**src/rtl/mem_arbiter_if.sv**
```systemverilog
// Line request/response channel shared by the icache, dcache and memory sides of the arbiter.
// The requester drives the master modport; the responder drives the slave modport.
interface mem_arbiter_if #(
  parameter int ADDR_WIDTH = 32,
  parameter int LINE_WIDTH = 128
);
  logic                  req_valid;
  logic                  req_wr;
  logic [ADDR_WIDTH-1:0] req_addr;
  logic [LINE_WIDTH-1:0] req_data;
  logic                  rsp_valid;
  logic [LINE_WIDTH-1:0] rsp_data;

  modport master (output req_valid, req_wr, req_addr, req_data, input rsp_valid, rsp_data);
  modport slave  (input req_valid, req_wr, req_addr, req_data, output rsp_valid, rsp_data);
endinterface

```
**src/rtl/mem_arbiter.sv**
```systemverilog
// Single-outstanding arbiter between icache and dcache line traffic to main memory.
// The dcache wins ties, bounded by a burst counter that forces an icache grant.
module mem_arbiter #(
  parameter int ADDR_WIDTH   = 32,
  parameter int LINE_WIDTH   = 128,
  parameter int DCACHE_BURST = 4
) (
  input  logic         clock,
  input  logic         reset,
  mem_arbiter_if.slave  icache,
  mem_arbiter_if.slave  dcache,
  mem_arbiter_if.master mem
);
  localparam int CNT_W = $clog2(DCACHE_BURST + 1);

  typedef enum logic [1:0] {IDLE, ICACHE_BUSY, DCACHE_BUSY} state_t;

  typedef struct packed {
    logic                  wr;
    logic [ADDR_WIDTH-1:0] addr;
    logic [LINE_WIDTH-1:0] data;
  } mem_req_t;

  state_t           state, state_nxt;
  mem_req_t         req_q;
  logic [CNT_W-1:0] dburst_cnt;
  logic             grant_i, grant_d, starve;

  assign starve = (dburst_cnt == CNT_W'(DCACHE_BURST));

  always_ff @(posedge clock) begin
    if (reset) state <= IDLE;
    else       state <= state_nxt;
  end

  // BUSY always returns through IDLE, which guarantees the one-cycle gap between transactions.
  always_comb begin
    state_nxt = state;
    grant_i   = 1'b0;
    grant_d   = 1'b0;
    case (state)
      IDLE: begin
        if (dcache.req_valid && !(icache.req_valid && starve)) begin
          grant_d   = 1'b1;
          state_nxt = DCACHE_BUSY;
        end else if (icache.req_valid) begin
          grant_i   = 1'b1;
          state_nxt = ICACHE_BUSY;
        end
      end
      ICACHE_BUSY, DCACHE_BUSY: if (mem.rsp_valid) state_nxt = IDLE;
      default: state_nxt = IDLE;
    endcase
  end

  always_comb begin
    mem.req_valid    = (state != IDLE);
    mem.req_wr       = req_q.wr;
    mem.req_addr     = req_q.addr;
    mem.req_data     = req_q.data;
    icache.rsp_valid = (state == ICACHE_BUSY) && mem.rsp_valid;
    dcache.rsp_valid = (state == DCACHE_BUSY) && mem.rsp_valid;
    icache.rsp_data  = mem.rsp_data;
    dcache.rsp_data  = mem.rsp_data;
  end

  // Captured request and starvation counter only move on an IDLE exit.
  always_ff @(posedge clock) begin
    if (reset) begin
      req_q      <= '0;
      dburst_cnt <= '0;
    end else if (grant_i) begin
      req_q      <= '{wr: 1'b0, addr: icache.req_addr, data: icache.req_data};
      dburst_cnt <= '0;
    end else if (grant_d) begin
      req_q <= '{wr: dcache.req_wr, addr: dcache.req_addr, data: dcache.req_data};
      if (!icache.req_valid)  dburst_cnt <= '0;
      else if (!starve)       dburst_cnt <= dburst_cnt + 1'b1;
    end
  end
endmodule

```
**src/flat_wrapper.sv**
```systemverilog
// flat-port wrapper written by rule: the top's interface ports become plain ports
module mem_arbiter_flat 
#(
  parameter int ADDR_WIDTH   = 32,
  parameter int LINE_WIDTH   = 128,
  parameter int DCACHE_BURST = 4
)
  (clock, reset, icache_req_valid, icache_req_wr, icache_req_addr, icache_req_data, icache_rsp_valid, icache_rsp_data, dcache_req_valid, dcache_req_wr, dcache_req_addr, dcache_req_data, dcache_rsp_valid, dcache_rsp_data, mem_req_valid, mem_req_wr, mem_req_addr, mem_req_data, mem_rsp_valid, mem_rsp_data);
  mem_arbiter_if #(.ADDR_WIDTH(ADDR_WIDTH), .LINE_WIDTH(LINE_WIDTH)) icache_i ();
  mem_arbiter_if #(.ADDR_WIDTH(ADDR_WIDTH), .LINE_WIDTH(LINE_WIDTH)) dcache_i ();
  mem_arbiter_if #(.ADDR_WIDTH(ADDR_WIDTH), .LINE_WIDTH(LINE_WIDTH)) mem_i ();
  input  logic clock;
  input  logic reset;
  input wire logic [$bits(icache_i.req_valid)-1:0] icache_req_valid;
  input wire logic [$bits(icache_i.req_wr)-1:0] icache_req_wr;
  input wire logic [$bits(icache_i.req_addr)-1:0] icache_req_addr;
  input wire logic [$bits(icache_i.req_data)-1:0] icache_req_data;
  output wire logic [$bits(icache_i.rsp_valid)-1:0] icache_rsp_valid;
  output wire logic [$bits(icache_i.rsp_data)-1:0] icache_rsp_data;
  input wire logic [$bits(dcache_i.req_valid)-1:0] dcache_req_valid;
  input wire logic [$bits(dcache_i.req_wr)-1:0] dcache_req_wr;
  input wire logic [$bits(dcache_i.req_addr)-1:0] dcache_req_addr;
  input wire logic [$bits(dcache_i.req_data)-1:0] dcache_req_data;
  output wire logic [$bits(dcache_i.rsp_valid)-1:0] dcache_rsp_valid;
  output wire logic [$bits(dcache_i.rsp_data)-1:0] dcache_rsp_data;
  output wire logic [$bits(mem_i.req_valid)-1:0] mem_req_valid;
  output wire logic [$bits(mem_i.req_wr)-1:0] mem_req_wr;
  output wire logic [$bits(mem_i.req_addr)-1:0] mem_req_addr;
  output wire logic [$bits(mem_i.req_data)-1:0] mem_req_data;
  input wire logic [$bits(mem_i.rsp_valid)-1:0] mem_rsp_valid;
  input wire logic [$bits(mem_i.rsp_data)-1:0] mem_rsp_data;
  assign icache_i.req_valid = icache_req_valid;
  assign icache_i.req_wr = icache_req_wr;
  assign icache_i.req_addr = icache_req_addr;
  assign icache_i.req_data = icache_req_data;
  assign icache_rsp_valid = icache_i.rsp_valid;
  assign icache_rsp_data = icache_i.rsp_data;
  assign dcache_i.req_valid = dcache_req_valid;
  assign dcache_i.req_wr = dcache_req_wr;
  assign dcache_i.req_addr = dcache_req_addr;
  assign dcache_i.req_data = dcache_req_data;
  assign dcache_rsp_valid = dcache_i.rsp_valid;
  assign dcache_rsp_data = dcache_i.rsp_data;
  assign mem_req_valid = mem_i.req_valid;
  assign mem_req_wr = mem_i.req_wr;
  assign mem_req_addr = mem_i.req_addr;
  assign mem_req_data = mem_i.req_data;
  assign mem_i.rsp_valid = mem_rsp_valid;
  assign mem_i.rsp_data = mem_rsp_data;
  mem_arbiter #(.ADDR_WIDTH(ADDR_WIDTH), .LINE_WIDTH(LINE_WIDTH), .DCACHE_BURST(DCACHE_BURST)) u_core (.clock(clock), .reset(reset), .icache(icache_i), .dcache(dcache_i), .mem(mem_i));
endmodule
```
**config.mk**
```make
export PLATFORM = sky130hd
export DESIGN_NAME = mem_arbiter_flat
export DESIGN_NICKNAME = d
export VERILOG_FILES = /design/src/rtl/mem_arbiter_if.sv /design/src/rtl/mem_arbiter.sv /design/src/flat_wrapper.sv
export SDC_FILE = /design/constraint.sdc
export NUM_CORES = 1
export LEC_CHECK = 0
export ABC_AREA = 1
export ABC_CLOCK_PERIOD_IN_PS = 2100
export BUFFER_PORTS_ARGS = -buffer_cell sky130_fd_sc_hd__buf_2
export CORE_AREA = 2 2 342 344
export DETAILED_ROUTE_END_ITERATION = 10
export DIE_AREA = 0 0 344 346
export PLACE_DENSITY = 0.37
export SLEW_MARGIN = 0
export SYNTH_ARGS = -nofsm -noshare
export SYNTH_HDL_FRONTEND = slang
export SYNTH_SLANG_ARGS = --single-unit
```
**constraint.sdc**
```tcl
create_clock -name clock -period 2.1 [get_ports clock]
set_input_delay 0.105 -clock clock [delete_from_list [all_inputs] [get_ports clock]]
set_output_delay 0.105 -clock clock [all_outputs]
set_load 0.02 [all_outputs]
```
* Word level (Yosys, flattened, before mapping)
Index checks and enable logic that the tools add are counted.
Storage, ports and cells: bits of input ports 455, flip-flop bits (word level) 166, word-level logic and storage cells 37
Operators by class: reduce and logical (&&, ||, !) cells 12, equality and inequality tests 6, muxes and demuxes 13, add/sub/neg operators 1
Operators by type and width (number):
- $mux W160 | 2
- $mux W2 | 3
- $mux W3 | 2
- $mux W1 | 5
- $logic_and A1 B1 Y1 | 4
- $ne A2 B2 Y1 const B | 2
- $pmux W2 S2 | 1
- $reduce_and A2 Y1 | 2
- $reduce_bool A2 Y1 | 2
- $reduce_or A2 Y1 | 2
- $add A3 B1 Y3 const B | 1
- $eq A3 B3 Y1 const B | 1
- $ne A3 B2 Y1 const B | 1
- $eq A2 B1 Y1 const B | 1
- $eq A2 B2 Y1 const B | 1
- $logic_not A2 Y1 | 1
- $logic_not A1 Y1 | 1

* Longest topological paths before layout
Gate-level depths: netlist of run 1.
depth in word-level cells 8, gate-level depth with buffers 10

* Worst setup path after synthesis of run 1
No wires, ideal clock.
kind reg-to-reg, start point register u_core.state[0], end point register u_core.req_q (netlist bit u_core.mem.req_addr[12]), cell stages (with the launch flop) 10, setup time 57 ps, buffers on the path 3, arrival 1460 ps, slack 583 ps, period minus slack after synthesis 1517 ps, cells stage by stage dfxtp_1 inv_1 ha_1 buf_2 buf_2 clkbuf_1 nand4_1 nand3_1 nand2_1 inv_1
On the way: word-level cells in the longest chain between the ends 3
RTL lines:
- start, declared | RTL line mem_arbiter.sv:24 | state_t state, state_nxt;
- start signal, assigned | RTL line mem_arbiter.sv:33 | else state <= state_nxt;
- $logic_not A2 Y1 (*) | RTL line mem_arbiter.sv:41 | case (state)
- $mux W1 | RTL line mem_arbiter.sv:41
- $mux W160 / $reduce_bool A2 Y1 (equally long branches)
- end signal, assigned | RTL line mem_arbiter.sv:73 | req_q <= '{wr: 1'b0, addr: icache.req_addr, data: icache.req_data};
- end signal, assigned | RTL line mem_arbiter.sv:76 | req_q <= '{wr: dcache.req_wr, addr: dcache.req_addr, data: dcache.req_data};
- end, declared | RTL line mem_arbiter.sv:25 | mem_req_t req_q;
Every way passes the cells marked *; elsewhere a longest branch is shown, timed or not. A chain may end at the register's enable or synchronous reset.

* Worst setup path after layout of run 1
start point register u_core.dburst_cnt[0], end point register u_core.req_q (netlist bit u_core.mem.req_addr[27])
On the way: word-level cells in the longest chain between the ends 7
RTL lines:
- start, declared | RTL line mem_arbiter.sv:26 | logic [CNT_W-1:0] dburst_cnt;
- start signal, assigned | RTL line mem_arbiter.sv:78 | else if (!starve) dburst_cnt <= dburst_cnt + 1'b1;
- $eq A3 B3 Y1 (*) | RTL line mem_arbiter.sv:29 | assign starve = (dburst_cnt == CNT_W'(DCACHE_BURST));
- $logic_and A1 B1 Y1 (*) | RTL line mem_arbiter.sv:43 | if (dcache.req_valid && !(icache.req_valid && starve)) begin
- $logic_not A1 Y1 (*) | RTL line mem_arbiter.sv:43
- $logic_and A1 B1 Y1 (*) | RTL line mem_arbiter.sv:43
- $mux W1 | RTL line mem_arbiter.sv:43
- $mux W1 | RTL line mem_arbiter.sv:41
- $mux W160 / $reduce_bool A2 Y1 (equally long branches)
Marked as above.

==> reports/metrics.csv, run 1 <==
stage,metric,value,unit
run_status,status,"complete, no violations",
detailed_routing,via count,12100,
timing,worst slew pin tran,0.494,ns
worst_setup_path,Worst setup EP type,register,
detailed_routing,drt total wl,65.3,mm
floorplanning,Die Ht,346,um
timing,Layout Skew,0.0255,ns
worst_setup_path,cell family contributing the most delay on the critical path,buffers and inverters,
synthesis,syn nets,2014,
cells_and_area,Post-Layout Cell Count,3613,
worst_setup_path,startpoint types,register,
detailed_routing,final antenna-violating net count,0,
job,Max-Cap Viols,0,
placement,DP Cell Count,3249,
placement,Final GP Congestion,0.812,
global_route,global-route wire length before repair,88.2,mm
clocking,CTS tree,done,
synthesis,Cell variety after synth,19,
cells_and_area,area grow syn2layout,63.5,%
floorplanning,row count,125,
clocking,clock-pin slew on the worst setup and hold paths,0.08,ns
worst_setup_path,"slowest stage delay, CP",0.54,ns
clocking,clock buffer depth,2,
worst_setup_path,Buf/Inv on CP,4,
cells_and_area,most frequent cells in the layout,"488 x buf_2, 334 x nand2_1, 325 x nand3_1",
detailed_routing,via/cell ratio,3.35,
placement,HPWL after DPL,49.7,mm
clocking,Num Clock Sinks,166,
clocking,CTS Buf Count,17,
cells_and_area,share of cells above drive strength 1,0.286,
cells_and_area,Final Core Density,0.148,
synthesis,synth warn,0,
worst_setup_path,critical setup path kind,register to register,
detailed_routing,Iteration-0 DRC Markers,709,
timing,Final Hold Fails,0,
synthesis,register area share after synthesis,0.318,
timing,Final Cycle Share,0.946,
timing,min cycle time layout,1.99,ns
timing,RSZ-0062 raised after global routing,no,
synthesis,"top cells by area, synth","dfxtp_1 32%, buf_4 19%, nand3_1 16%",
power,total power,0.0105,W
timing,Final Max Tran Viols,0,
synthesis,register bit total from synthesis,166,
worst_setup_path,Worst path most repeated cell,inv_1,
cells_and_area,"leading cell type in the layout, fill and taps excluded",buf_2,
detailed_routing,drt first pass iters,5,
worst_setup_path,"critical path, cell by cell","inv_1, ha_1, nand3_4, buf_12, nand4_1, nand3_1, dlygate4sd3_1, nand2_1, inv_1",
detailed_routing,DRC,0,
global_route,initial antenna violation count,2,
timing,Fin Setup TNS,0,ns
clocking,Clock Latency Late Sink,0.52,ns
timing,Peak Freq,503,MHz
worst_setup_path,Worst path slowest cell,dlygate4sd3_1,
floorplanning,Starting Density,0.0905,
placement,I/O Buffers,489,
worst_setup_path,R2R Setup Slk,0.11,ns
timing,Hold Slack,0.0728,ns
detailed_routing,WL per Instance,18.1,um
clocking,clk root buf,clkbuf_16,
synthesis,synthesized instance count,1554,
worst_setup_path,Critical Path AT,2.46,ns
global_route,vias in the first global route,12100,
hold_path,HP Class,primary input to register,
synthesis,post-synth top area share,0.318,
power,Power Density,617,nW/um2
floorplanning,Die W,344,um
global_route,total gr overflow,0,
synthesis,synthesized area per cell,6.72,um2
worst_setup_path,Crit Path Max Fanout,44,
floorplanning,die footprint,119000,um2
clocking,htree depth,4,
power,P_leak,8.64,nW
floorplanning,IO Pins,875,
global_route,GRT Total Usage,0.105,
synthesis,mapped cell area,10400,um2
timing,relative slew slack,0.671,
floorplanning,Core Area,115000,um2
worst_setup_path,CP required,2.57,ns
power,VDD IR max,0.000607,V
timing,endpoints failing setup,0,
synthesis,"area leader, netlist",dfxtp_1,
cells_and_area,nets,2535,
global_route,largest net degree at the start of global routing,63,
## power breakdown
group	internal, W	switching (W)
clock network	0.00184	0.00175
registers	0.00343	0.000156
logic	0.00145	0.00191
## Yosys cell counts (all sizes together)
| master | n |
|---|---|
| nor2 | 3 |
| clkbuf | 66 |
| ha | 5 |
| buf | 313 |
| or2 | 1 |
| o21a | 1 |
| nand4 | 160 |
| dfxtp | 166 |
| a21oi | 6 |
| nand3b | 1 |
| inv | 171 |
| o21ai | 1 |
| nand3 | 326 |
| nand2 | 334 |
## layer usage
metal	vias to the layer above	global-route usage	share of wire
met1	5454	0.114	0.38
li1	5846	-	-
met3	82	0.0565	0.13
met4	4	0.0366	0.024
met2	730	0.170	0.47
met5	-	0.00940	0.0019
## cell families after synthesis
| kind of cell | synth area share |
|---|---|
| simple gates | 0.375 |
| fa+ha+maj | 0.00599 |
| compound gates | 0.00551 |
| buf+inv | 0.296 |
| flops | 0.318 |
## repair_timing
item                                   4_1_cts  5_1_grt
hold buffers                               321        0
buffers inserted                             1        6
pin swaps                                    1        1
endpoints found under the hold margin      166        0
gates cloned                                 1        2
setup endpoints to repair                    1        2
resized for setup                            1        1
## metrics by stage
step	area (um2)	setup slack [ns]
2_1_floorplan	10400	0.583
3_3_place_gp	13100	0.312
3_5_place_dp	13100	0.287
4_1_cts	17000	0.0216
5_1_grt	17100	0.00823
6_report	17100	0.113
## flip-flops by register name, indices dropped and copies added (netlist names)
| signal | cells |
|---|---|
| u_core.dburst_cnt | 3 |
| u_core.mem.req_addr | 32 |
| u_core.mem.req_data | 128 |
| u_core.mem.req_wr | 1 |
| u_core.state | 2 |
## cell type report
cell class | count | area (um2)
Fill cell | 13400 | 98300
Timing Repair Buffer | 881 | 6530
Multi-Input combinational cell | 838 | 4060
Sequential cell | 166 | 3320
Tap cell | 1524 | 1910
Inverter | 171 | 647
Clock buffer | 21 | 460
Clock inverter | 11 | 138
Antenna cell | 1 | 2.50
## tightest hold or removal path, delay by kind of cell
kind | cells | cell delay (ns)
simple gates | 3 | 0.34
buf+inv | 2 | 0.13
## final timing paths
| path | startpoint | to | cells after the start |
|---|---|---|---|
| setup reg to reg | u_core.dburst_cnt[0]$_SDFFE_PP0P_ | u_core.mem.req_addr[27]$_SDFFE_PP0P_ | 9 |
| hold reg to reg | u_core.dburst_cnt[1]$_SDFFE_PP0P_ | u_core.dburst_cnt[1]$_SDFFE_PP0P_ | 2 |
| hold / removal | dcache_req_data[39] | u_core.mem.req_data[39]$_SDFFE_PP0P_ | 5 |
| setup / recovery | u_core.dburst_cnt[0]$_SDFFE_PP0P_ | u_core.mem.req_addr[27]$_SDFFE_PP0P_ | 9 |
(Power assumes the default switching activity.)
==> inputs of run 2 (changes only) <==
--- a/config.mk
+++ b/config.mk
@@ -12,6 +12,7 @@
 export DETAILED_ROUTE_END_ITERATION = 10
 export DIE_AREA = 0 0 344 346
 export PLACE_DENSITY = 0.37
+export REMOVE_ABC_BUFFERS = 1
 export SLEW_MARGIN = 0
 export SYNTH_ARGS = -nofsm -noshare
 export SYNTH_HDL_FRONTEND = slang
==> run 2 against run 1 <==
  * Worst hold slack better by 0.14 ns
  * Worst setup slack better by 0.079 ns
  * Clock power hardly changed
  * Combinational power is 5% lower
  * First-iteration DRC count is 29% higher
  * Die area stayed put
  * Global-route usage is 6.6 points higher
  * Clock-buffer cell count is 3 lower
  * Critical path depth is 3 lower
  * Non-clock buffer count is 40 lower
  * Final area is 2.0% lower
  * Flip-flop and latch count stayed put
  * Critical path type is now register to output pin
  * Highest routed layer unchanged
==> reports/metrics.csv, run 2 (synthesis results as in run 1) <==
stage,metric,value,unit,change
detailed_routing,final antenna-violating net count,0,,unchanged
clocking,CTS tree,done,,
cells_and_area,max reg flops,128,,unchanged
timing,endpoints failing setup,0,,unchanged
detailed_routing,via count,12900,,+6.8%
floorplanning,row count,125,,unchanged
placement,Final GP Congestion,0.890,,+9.6%
hold_path,HP Class,primary input to output pin,,
cells_and_area,share of cells above drive strength 1,0.271,,-0.0149
floorplanning,Starting Density,0.0905,,unchanged
worst_setup_path,"slowest stage delay, CP",0.33,ns,-0.21 ns
global_route,total gr overflow,0,,unchanged
cells_and_area,nets,2495,,-1.6%
clocking,CTS Buf Count,17,,unchanged
global_route,initial antenna violation count,4,,+2
worst_setup_path,Worst path most repeated cell,inv_1,,
clocking,Clock Latency Late Sink,0.51,ns,about the same
timing,Final Max Tran Viols,0,,unchanged
job,Max-Cap Viols,0,,unchanged
timing,Final Hold Fails,0,,unchanged
clocking,Num Clock Sinks,166,,unchanged
cells_and_area,most frequent cells in the layout,"488 x buf_2, 334 x nand2_1, 325 x nand3_1",,
cells_and_area,"leading cell type in the layout, fill and taps excluded",buf_2,,
worst_setup_path,"critical path, cell by cell","inv_1, ha_4, buf_12, buf_16, inv_1, buf_2",,
timing,relative slew slack,0.472,,-0.198
global_route,global-route wire length before repair,130,mm,+47%
timing,Fin Setup TNS,0,ns,unchanged
worst_setup_path,Crit Path Max Fanout,26,,-41%
global_route,vias in the first global route,12000,,-0.63%
detailed_routing,drt total wl,106,mm,+62%
timing,worst slew pin tran,0.792,ns,+0.297 ns
floorplanning,IO Pins,875,,unchanged
timing,RSZ-0062 raised after global routing,no,,
floorplanning,Die Ht,346,um,unchanged
clocking,clk root buf,clkbuf_16,,
floorplanning,die footprint,119000,um2,unchanged
run_status,status,"complete, no violations",,
global_route,largest net degree at the start of global routing,84,,+33%
detailed_routing,DRC,0,,unchanged
worst_setup_path,critical setup path kind,register to output pin,,
worst_setup_path,startpoint types,register,,
power,Power Density,620,nW/um2,+0.38%
worst_setup_path,Worst setup EP type,output pin,,
worst_setup_path,Worst path slowest cell,dfxtp_1,,
placement,HPWL after DPL,84.0,mm,+69%
clocking,htree depth,4,,unchanged
placement,"Cell Area, Placed",12800,um2,-2.1%
clocking,clock buffer depth,2,,unchanged
power,P_leak,8.42,nW,-2.5%
cells_and_area,Final Core Density,0.145,,-0.00300
timing,Final Cycle Share,0.908,,-0.0376
floorplanning,Die W,344,um,unchanged
power,VDD IR max,0.000600,V,-1.2%
clocking,postcts setup bufs,0,,-1
cells_and_area,Final Cell Area,16700,um2,-2.0%
cells_and_area,Post-Layout Cell Count,3573,,-1.1%
detailed_routing,via/cell ratio,3.62,,+8.0%
worst_setup_path,CP required,2.00,ns,-0.57 ns
timing,Layout Skew,0.0153,ns,-0.0102 ns
placement,I/O Buffers,489,,unchanged
power,total power,0.0104,W,-1.7%
detailed_routing,drt first pass iters,5,,unchanged
detailed_routing,WL per Instance,29.6,um,+64%
clocking,clock-pin slew on the worst setup and hold paths,0.09,ns,about the same
timing,Peak Freq,524,MHz,+4.1%
global_route,GRT Total Usage,0.171,,+0.0660
timing,min cycle time layout,1.91,ns,-0.0790 ns
worst_setup_path,Critical Path AT,1.80,ns,-0.66 ns
detailed_routing,Iteration-0 DRC Markers,917,,+29%
cells_and_area,area grow syn2layout,60.2,%,
floorplanning,Core Area,115000,um2,unchanged
placement,DP Cell Count,3215,,-1.0%
run 2: metal layers:
metal / GRT usage / vias up / wire length [um]
li1: - / 5771 / -
met1: 0.149 / 5845 / 33400
met2: 0.242 / 1182 / 43200
met3: 0.195 / 112 / 24900
met4: 0.0415 / 35 / 2130
met5: 0.137 / - / 2130
run 2: final cells by class:
class	count	area, um2
Antenna cell	1	2.50
Clock buffer	18	429
Clock inverter	14	186
Fill cell	13400	98700
Inverter	171	647
Multi-Input combinational cell	838	4060
Sequential cell	166	3320
Tap cell	1524	1910
Timing Repair Buffer	841	6170
run 2: worst paths after layout:
check	from	to	slack, ns	cells after the start
max	u_core.state[0]$_SDFFE_PP0P_	mem_req_valid	0.19	6
min	mem_rsp_data[118]	icache_rsp_data[118]	0.21	0
max reg2reg	u_core.dburst_cnt[0]$_SDFFE_PP0P_	u_core.mem.req_data[109]$_SDFFE_PP0P_	0.21	9
min reg2reg	u_core.mem.req_wr$_SDFFE_PP0P_	u_core.mem.req_wr$_SDFFE_PP0P_	0.48	2
run 2: stage by stage:
step / hold slack [ns] / setup slack (ns)
6_report: 0.210 / 0.192
5_1_grt: 0.210 / 0.0416
4_1_cts: 0.210 / 0.0713
3_5_place_dp: 0.210 / 0.247
3_3_place_gp: 0.210 / 0.271
2_1_floorplan: 0.174 / -10.33
run 2: worst max-delay path, delay by kind of cell (launching register included):
kind                       cells  cell delay (ns)
adders and majority gates      1             0.21
DFF                            1             0.33
buffers and inverters          5             0.71
run 2: power breakdown:
part,switching (W),internal (W)
Sequential,0.000160,0.00343
Combinational,0.00186,0.00134
Clock,0.00176,0.00182
run 2: what timing repair did:
action / in CTS / in global routing
hold buffers: 324 / 0
gates resized for setup: 0 / 1
setup endpoints to repair: 0 / 1
hold endpoints to repair: 166 / 0
==> inputs of run 3 (changes only) <==
--- a/config.mk
+++ b/config.mk
@@ -7,11 +7,12 @@
 export LEC_CHECK = 0
 export ABC_AREA = 1
 export ABC_CLOCK_PERIOD_IN_PS = 2100
-export BUFFER_PORTS_ARGS = -buffer_cell sky130_fd_sc_hd__buf_2
+export BUFFER_PORTS_ARGS = -buffer_cell sky130_fd_sc_hd__buf_4
 export CORE_AREA = 2 2 342 344
 export DETAILED_ROUTE_END_ITERATION = 10
 export DIE_AREA = 0 0 344 346
 export PLACE_DENSITY = 0.37
+export RECOVER_POWER = 100
 export REMOVE_ABC_BUFFERS = 1
 export SLEW_MARGIN = 0
 export SYNTH_ARGS = -nofsm -noshare
==> run 3 against run 2 <==
  * Non-clock buffer count rose by 15
  * Sequential power is essentially flat
  * Clock skew up 0.0019 ns
  * Combinational power is 4% higher
  * Sequential share of layout area shrank 0.73 points
  * Die area stayed put
  * Worst hold slack got worse by 0.15 ns
  * Worst setup slack worse by 0.017 ns
  * Clock-buffer cell count is the same
  * Flip-flop and latch count stayed put
  * Critical endpoint is now u_core.dburst_cnt[0]$_SDFFE_PP0P_
==> reports/metrics.csv, run 3 (synthesis results as in run 1) <==
stage,metric,value,unit,change
run_status,status,"complete, no violations",,
floorplanning,Core Area,115000,um2,unchanged
worst_setup_path,critical setup path kind,register to register,,
timing,Peak Freq,520,MHz,-0.87%
floorplanning,Starting Density,0.0905,,unchanged
placement,Final GP Congestion,0.880,,-1.1%
clocking,clk root buf,clkbuf_16,,
clocking,CTS Buf Count,17,,unchanged
clocking,clock buffer depth,2,,unchanged
global_route,GRT Max-Usage Layer,met2,,
power,Clock Power Share,0.332,,-0.013
worst_setup_path,worst setup path start,u_core.dburst_cnt[0]$_SDFFE_PP0P_,,
detailed_routing,via/cell ratio,3.64,,+0.36%
timing,endpoints failing setup,0,,unchanged
placement,HPWL after DPL,85.7,mm,+2.1%
global_route,total gr overflow,0,,unchanged
floorplanning,IO Pins,875,,unchanged
cells_and_area,most frequent cells in the layout,"344 x buf_4, 334 x nand2_1, 326 x nand3_1",,
global_route,grt met3 use,0.197,,+0.00269
cells_and_area,area grow syn2layout,66.3,%,
timing,relative slew slack,0.539,,+0.0668
worst_setup_path,R2R cell count,8,,-1
global_route,global-route wire length before repair,134,mm,+2.8%
placement,"Cell Area, Placed",14200,um2,+11%
placement,DP Cell Count,3233,,+0.56%
floorplanning,row count,125,,unchanged
global_route,initial antenna violation count,4,,unchanged
global_route,GRT Total Usage,0.175,,+0.00472
worst_setup_path,Crit Path Max Fanout,39,,+50%
floorplanning,Die W,344,um,unchanged
global_route,met2 Track Usage GR,0.252,,+0.00984
detailed_routing,DRC,0,,unchanged
cells_and_area,Post-Layout Cell Count,3588,,+0.42%
timing,Fin Setup TNS,0,ns,unchanged
power,Power Density,597,nW/um2,-3.6%
timing,RSZ-0062 raised after global routing,no,,
cells_and_area,share of cells above drive strength 1,0.198,,-0.0727
cells_and_area,"leading cell type in the layout, fill and taps excluded",buf_4,,
timing,Hold Slack,0.0558,ns,-0.154 ns
timing,Final Hold Fails,0,,unchanged
detailed_routing,drt total wl,108,mm,+2.0%
clocking,CTS tree,done,,
cells_and_area,Final Cell Area,17400,um2,+3.8%
worst_setup_path,startpoint types,register,,
global_route,M1 GR Usage,0.154,,+0.00465
placement,I/O Buffers,489,,unchanged
clocking,Num Clock Sinks,166,,unchanged
hold_path,hold-critical path depth,5,,+5
detailed_routing,via count,13000,,+0.78%
clocking,clock-pin slew on the worst setup and hold paths,0.09,ns,about the same
clocking,Clock Latency Late Sink,0.52,ns,about the same
worst_setup_path,worst reg2reg endpoint,u_core.dburst_cnt[0]$_SDFFE_PP0P_,,
power,Net Switching,0.00393,W,+4.0%
timing,Layout Skew,0.0172,ns,+0.00189 ns
detailed_routing,final antenna-violating net count,0,,unchanged
global_route,vias in the first global route,12400,,+3.1%
worst_setup_path,R2R Setup Slk,0.18,ns,-0.03 ns
floorplanning,die footprint,119000,um2,unchanged
global_route,largest net degree at the start of global routing,65,,-23%
power,part of the power in registers,0.347,,about the same
worst_setup_path,Worst setup EP type,register,,
cells_and_area,max reg flops,128,,unchanged
worst_setup_path,Critical Path Sink,u_core.dburst_cnt[0]$_SDFFE_PP0P_,,
worst_setup_path,CP required,2.56,ns,+0.56 ns
detailed_routing,WL per Instance,30.1,um,+1.6%
detailed_routing,Iteration-0 DRC Markers,941,,+2.6%
clocking,htree depth,4,,unchanged
floorplanning,Die Ht,346,um,unchanged
timing,Final Max Tran Viols,0,,unchanged
job,Max-Cap Viols,0,,unchanged
timing,Final Cycle Share,0.916,,+0.00793
worst_setup_path,R2R Path Start,u_core.dburst_cnt[0]$_SDFFE_PP0P_,,
hold_path,HP Class,primary input to register,,
cells_and_area,nets,2510,,+0.60%
power,internal power,0.00644,W,-2.2%
detailed_routing,drt first pass iters,5,,unchanged
worst_setup_path,Critical Path AT,2.38,ns,+0.58 ns
timing,min cycle time layout,1.92,ns,+0.0166 ns
power,switching share of power,0.379,,+0.0143
power,P_leak,8.11,nW,-3.6%
power,VDD IR max,0.000571,V,-4.7%
power,total power,0.0104,W,about the same
power,Comb pwr share,0.321,,+0.013
timing,worst slew pin tran,0.694,ns,-0.0973 ns
[run 3: repair_timing]
item / CTS / global route
setup buffers: 1 / 0
hold endpoints to repair: 166 / 0
pin swaps: 1 / 0
gates resized for setup: 1 / 3
gates cloned: 1 / 0
endpoints found under the setup margin: 1 / 29
hold buffers: 321 / 0
[run 3: worst min-delay path by stage]
| stage | to | from | slack [ns] |
|---|---|---|---|
| floorplan | u_core.state[0]$_SDFFE_PP0P_ | reset | 0.17 |
| global placement | icache_rsp_data[118] | mem_rsp_data[118] | 0.21 |
| detailed placement | icache_rsp_data[118] | mem_rsp_data[118] | 0.21 |
| CTS | u_core.mem.req_addr[14]$_SDFFE_PP0P_ | icache_req_addr[14] | 0.01 |
| global route | u_core.mem.req_addr[14]$_SDFFE_PP0P_ | icache_req_addr[14] | 0.04 |
| finish | u_core.mem.req_addr[14]$_SDFFE_PP0P_ | icache_req_addr[14] | 0.06 |
[run 3: area by class of cell]
cell class                      instances  area [um2]
Antenna cell                            1        2.50
Clock buffer                           18         429
Clock inverter                         14         156
Fill cell                           13500       98100
Inverter                              171         647
Multi-Input combinational cell        838        4050
Sequential cell                       166        3320
Tap cell                             1524        1910
Timing Repair Buffer                  856        6850
[run 3: power groups by stage]
stage | sequential [W] | clock [W] | combinational [W]
3_3_place_gp | 0.00367 | 0 | 0.00308
3_5_place_dp | 0.00368 | 0 | 0.00306
6_report | 0.00360 | 0.00344 | 0.00333
2_1_floorplan | 0.00398 | 0 | 0.00109
4_1_cts | 0.00361 | 0.00366 | 0.00363
5_1_grt | 0.00363 | 0.00370 | 0.00364
[run 3: stage by stage]
step                setup WS [ns]  utilization
detailed placement          0.185        0.123
global route               0.0124        0.150
floorplan                  -10.33            -
CTS                       0.00798        0.156
finish                      0.176        0.150
global placement            0.205        0.123
[run 3: worst max-delay path, cell delays in order, from the launching register on]
cell     delay [ns]
dfxtp_1        0.36
inv_1          0.07
ha_1           0.21
nand3_1        0.23
buf_12         0.25
nand3_1        0.29
inv_1          0.23
nand3_1        0.09
a21oi_1        0.13
[run 3: layer usage]
metal	part of all wire	up-vias
li1	-	5794
met1	0.32	5915
met2	0.41	1213
met3	0.24	99
met4	0.019	25
met5	0.019	-
